`src/rtl/instruction_fetch_unit.sv`:
```
// Instruction fetch stage: issues word fetches to instruction memory, feeds the
// IF/OF pipeline register, absorbs one word in a skid buffer while operand
// fetch stalls, and flushes on execute-stage redirects.
module instruction_fetch_unit #(
  parameter logic [31:0] RESET_PC = 32'h0000_0000
) (
  input  logic        clk,
  input  logic        reset,
  output logic        imem_req,
  output logic [31:0] imem_addr,
  input  logic        imem_ready,
  input  logic [31:0] imem_rdata,
  input  logic        stall,
  input  logic        branch_taken,
  input  logic [31:0] branch_pc,
  output logic [31:0] instruction,
  output logic [31:0] pc,
  output logic        valid
);

  typedef enum logic [1:0] {
    FETCH = 2'd0,
    FULL  = 2'd1,
    KILL  = 2'd2
  } state_t;

  state_t      state, state_nxt;
  logic [31:0] fetch_pc, fetch_pc_nxt;
  logic [31:0] req_addr, req_addr_nxt;
  logic [31:0] buf_instr, buf_instr_nxt;
  logic [31:0] buf_pc, buf_pc_nxt;
  logic [31:0] instruction_nxt;
  logic [31:0] pc_nxt;
  logic        valid_nxt;

  logic [31:0] br_target;
  logic [31:0] seq_addr;

  assign br_target = branch_pc & ~32'd3;
  assign seq_addr  = req_addr + 32'd4;

  // Memory interface: the request address is always the registered req_addr.
  assign imem_addr = req_addr;
  assign imem_req  = !reset && (state != FULL);

  // State register and IF/OF pipeline register, synchronous reset.
  always_ff @(posedge clk) begin
    if (reset) begin
      state       <= FETCH;
      fetch_pc    <= RESET_PC;
      req_addr    <= RESET_PC;
      buf_instr   <= '0;
      buf_pc      <= '0;
      instruction <= '0;
      pc          <= '0;
      valid       <= 1'b0;
    end else begin
      state       <= state_nxt;
      fetch_pc    <= fetch_pc_nxt;
      req_addr    <= req_addr_nxt;
      buf_instr   <= buf_instr_nxt;
      buf_pc      <= buf_pc_nxt;
      instruction <= instruction_nxt;
      pc          <= pc_nxt;
      valid       <= valid_nxt;
    end
  end

  // Next-state logic: redirects first, then memory returns, then skid drain.
  always_comb begin
    state_nxt       = state;
    fetch_pc_nxt    = fetch_pc;
    req_addr_nxt    = req_addr;
    buf_instr_nxt   = buf_instr;
    buf_pc_nxt      = buf_pc;
    instruction_nxt = instruction;
    pc_nxt          = pc;
    valid_nxt       = valid;

    case (state)
      FETCH: begin
        if (branch_taken) begin
          valid_nxt     = 1'b0;
          buf_instr_nxt = '0;
          buf_pc_nxt    = '0;
          fetch_pc_nxt  = br_target;
          if (imem_ready) begin
            req_addr_nxt = br_target;
            state_nxt    = FETCH;
          end else begin
            // Request still in flight: keep the address stable and drop
            // the eventual response in KILL.
            state_nxt = KILL;
          end
        end else if (imem_ready) begin
          fetch_pc_nxt = seq_addr;
          req_addr_nxt = seq_addr;
          if (stall) begin
            buf_instr_nxt = imem_rdata;
            buf_pc_nxt    = req_addr;
            state_nxt     = FULL;
          end else begin
            instruction_nxt = imem_rdata;
            pc_nxt          = req_addr;
            valid_nxt       = 1'b1;
          end
        end else if (!stall) begin
          valid_nxt = 1'b0;
        end
      end

      FULL: begin
        if (branch_taken) begin
          valid_nxt     = 1'b0;
          buf_instr_nxt = '0;
          buf_pc_nxt    = '0;
          fetch_pc_nxt  = br_target;
          req_addr_nxt  = br_target;
          state_nxt     = FETCH;
        end else if (!stall) begin
          instruction_nxt = buf_instr;
          pc_nxt          = buf_pc;
          valid_nxt       = 1'b1;
          state_nxt       = FETCH;
        end
      end

      KILL: begin
        valid_nxt = 1'b0;
        if (branch_taken) begin
          fetch_pc_nxt = br_target;
        end
        if (imem_ready) begin
          // A redirect arriving on the same cycle as the stale response
          // wins over the previously latched target.
          req_addr_nxt = branch_taken ? br_target : fetch_pc;
          state_nxt    = FETCH;
        end
      end

      default: begin
        state_nxt = FETCH;
        valid_nxt = 1'b0;
      end
    endcase
  end

endmodule

```
`config.mk`:
```
export PLATFORM = sky130hd
export DESIGN_NAME = instruction_fetch_unit
export DESIGN_NICKNAME = d
export VERILOG_FILES = /design/src/rtl/instruction_fetch_unit.sv
export SDC_FILE = /design/constraint.sdc
export NUM_CORES = 1
export LEC_CHECK = 0
export CAP_MARGIN = 30
export CORE_MARGIN = 8
export CORE_UTILIZATION = 45
export DETAILED_ROUTE_END_ITERATION = 8
export PLACE_DENSITY = 0.76
export SLEW_MARGIN = 40
export SYNTH_ARGS = -nofsm -noshare
export SYNTH_HDL_FRONTEND = slang
export SYNTH_SLANG_ARGS = --single-unit
```
`constraint.sdc`:
```
create_clock -name clk -period 2.65 [get_ports clk]
set_input_delay 0.53 -clock clk [delete_from_list [all_inputs] [get_ports clk]]
set_output_delay 0.53 -clock clk [all_outputs]
set_load 0.05 [all_outputs]
```
==> metrics.csv <==
metric,value,unit
whs,453,ps
antennaDiodeCount,0,
path_delay_family,buffers and inverters,
synth_commonest_cells,"dfxtp_1 (195), nor2_1 (99), a21oi_1 (93)",
worstHoldPathType,input port to flip-flop,
ys_ff_latch,195,
grt_usage,21.9,%
sequentialPowerShare,39.4,%
setup_slack,52.8,ps
rows,52,
drt_iter0_markers,866,
clock-sinks,195,
place_inst,1453,
crit_path_top_delay_cell,clkdlybuf4s50_1,
fin_crit_sh,98.0,%
syn_area,9280,sq um
die-height,160,microns
critPathKind,flip-flop to output port,
max_cap_viol_count,0,
p_sw_share,36.8,%
grt_start_max_net_pins,64,
maxSlewHeadroom,47.4,%
hold_buffers,0,
syn_area_per_cell,8.75,sq um
place_hpwl,19500,microns
start_kind,flip-flop,
vdd_ir_drop_max,0.569,mV
port_buffers,164,
power_frac_comb,30.8,%
switchingPower,3.21,mW
synth_top_cell_area_share,42.1,%
antenna_found_initial,0,
vias,9025,
drive_above_1_share,11.2,%
powerDensity,726,nW/um^2
synth_cell_types,67,
rsz0062_at_grt,false,
period_needed,2600,ps
ys_seq_area_share,42.1,%
gp_congestion,0.948,
crit_path_max_fanout,10,
cts_root_buffer,clkbuf_16,
fill_cells,1755,
worstPathCellList,buf_4 > clkdlybuf4s50_1,
clk_latency,440,ps
start_util,45.9,%
hold_depth,2,
skew,12.7,ps
synth.most_common_cell,dfxtp_1,
netlist_top_cells_area,"dfxtp_1 (42%), a22o_1 (6.5%), a211oi_1 (5.9%), a21oi_1 (5.0%), mux2i_1 (4.3%)",
dr.pass1.iters,5,
ant_nets,0,
drt-total-wl,28600,microns
overflow,0,
hold_violations,0,
layout.nets,1276,
fmax,385,MHz
max_stage_delay,810,ps
cp.depth,2,
stdcell_area,12000,sq um
syn_to_final_growth,29.7,%
route.detailed.drc,0,
synth_ff_type,dfxtp_1,
dieArea,25500,sq um
async_flop_share,0,%
slew_violations,0,
p_int,5.53,mW
cts_max_level,4,
power_frac_clock,29.7,%
viasPerCell,6.08,
cts_inserted_buffers,17,
coreArea,20200,sq um
arrival,2070,ps
synth_edf_count,0,
tightest_slew,789,ps
cts_tree,built,
setup_viol,0,
pre_cts_ws,176,ps
status,"complete, no violations",
setup-tns-final,0,ps
rr_worst_depth,7,
power.total,8.74,mW
top_level_ports,167,
critPathBufInv,2,
critPathRequiredTime,2120,ps
p_leak,4.30,nW
clkTransAtPathRegs,80,ps
first_global_vias,8434,
die_x,160,microns
syn-num-nets,1135,
placed_area,11400,sq um
wl_per_cell,19.3,microns
final_cells,1485,
syn_inst,1061,
synth_area_leader_cell,dfxtp_1,
fin_util,59.5,%
yosys_warnings,0,
grt_first_pass_wirelength,46100,microns
endpoint_kind,output port,
clockBufferDepth,2,
## power by group through the flow
| stage | Clock [mW] | Combinational, mW | Sequential (mW) |
|---|---|---|---|
| final | 2.60 | 2.70 | 3.45 |
| after global routing | 2.78 | 2.87 | 3.49 |
| after CTS | 2.64 | 2.68 | 3.44 |
| after detailed placement | 0 | 2.66 | 3.51 |
| after global placement | 0 | 2.64 | 3.50 |
| after floorplan | 0 | 1.25 | 3.93 |
## what timing repair did
item | CTS | global route
setup endpoints to repair | 1 | 1
resized for setup | 1 | 2
setup buffers | 0 | 0
## state kept, by name, summed over array words and instances, names as in the netlist
signal       cells
buf_instr       32
buf_pc          32
fetch_pc        32
imem_addr       32
instruction     32
pc              32
state            2
valid            1
## cells by family after synthesis
family                   after synthesis  synth area share (%)
flip-flops                           195                  42.1
multiplexers                          45                  4.92
XOR/XNOR                              15                  1.42
buffers and inverters                122                  5.56
AND/OR/NAND/NOR                      284                  16.0
adder cells (fa/ha/maj)                5                 0.674
AO/OA/AOI/OAI                        395                  29.3
## final cells by class
class	instances	area (sq um)	area share [%]
Clock buffer	18	439	3.65
Clock inverter	14	158	1.31
Inverter	11	41.3	0.343
Multi-Input combinational cell	744	4900	40.7
Sequential cell	195	3900	32.4
Tap cell	270	338	2.81
Timing Repair Buffer	233	2260	18.8
## worst reg2reg max path, cell delays in order, from the launching register on
cell and delay, ps:
dfxtp_1 410, inv_1 120, ha_1 410, nor2b_1 420, a21o_1 560, a221o_1 280
o21ai_1 70, a211oi_1 210
## cells in the final DEF (no fill, tap or decap), drive strengths merged, types with 11 or more instances in the layout
master	count
nor4	20
clkbuf	18
o21ai	64
nor2	99
a22o	70
nor3	21
buf	72
a21oi	93
clkdlybuf4s50	161
inv	19
a211oi	73
dfxtp	195
nand3	22
a22oi	11
nor2b	39
a31oi	14
nand2	30
mux2i	40
## path summary, 6_finish.rpt
check	slack, ps	to	startpoint
setup / recovery	50	imem_addr[20]	imem_addr[20]$_SDFFE_PP0P_
hold / removal	450	fetch_pc[0]$_SDFFE_PP0P_	reset
setup reg to reg	80	imem_addr[24]$_SDFFE_PP0P_	state[1]$_SDFFE_PP0P_
hold reg to reg	460	buf_pc[1]$_SDFFE_PP0P_	buf_pc[1]$_SDFFE_PP0P_
## layer usage
| metal | routed length (microns) | vias to the layer above | track usage (%) |
|---|---|---|---|
| met5 | 0 | - | 0 |
| met4 | 561 | 0 | 6.73 |
| met2 | 13000 | 446 | 34.4 |
| li1 | - | 4266 | - |
| met3 | 2390 | 41 | 4.60 |
| met1 | 12700 | 4272 | 29.5 |
Power figures use the tool's default switching activity.
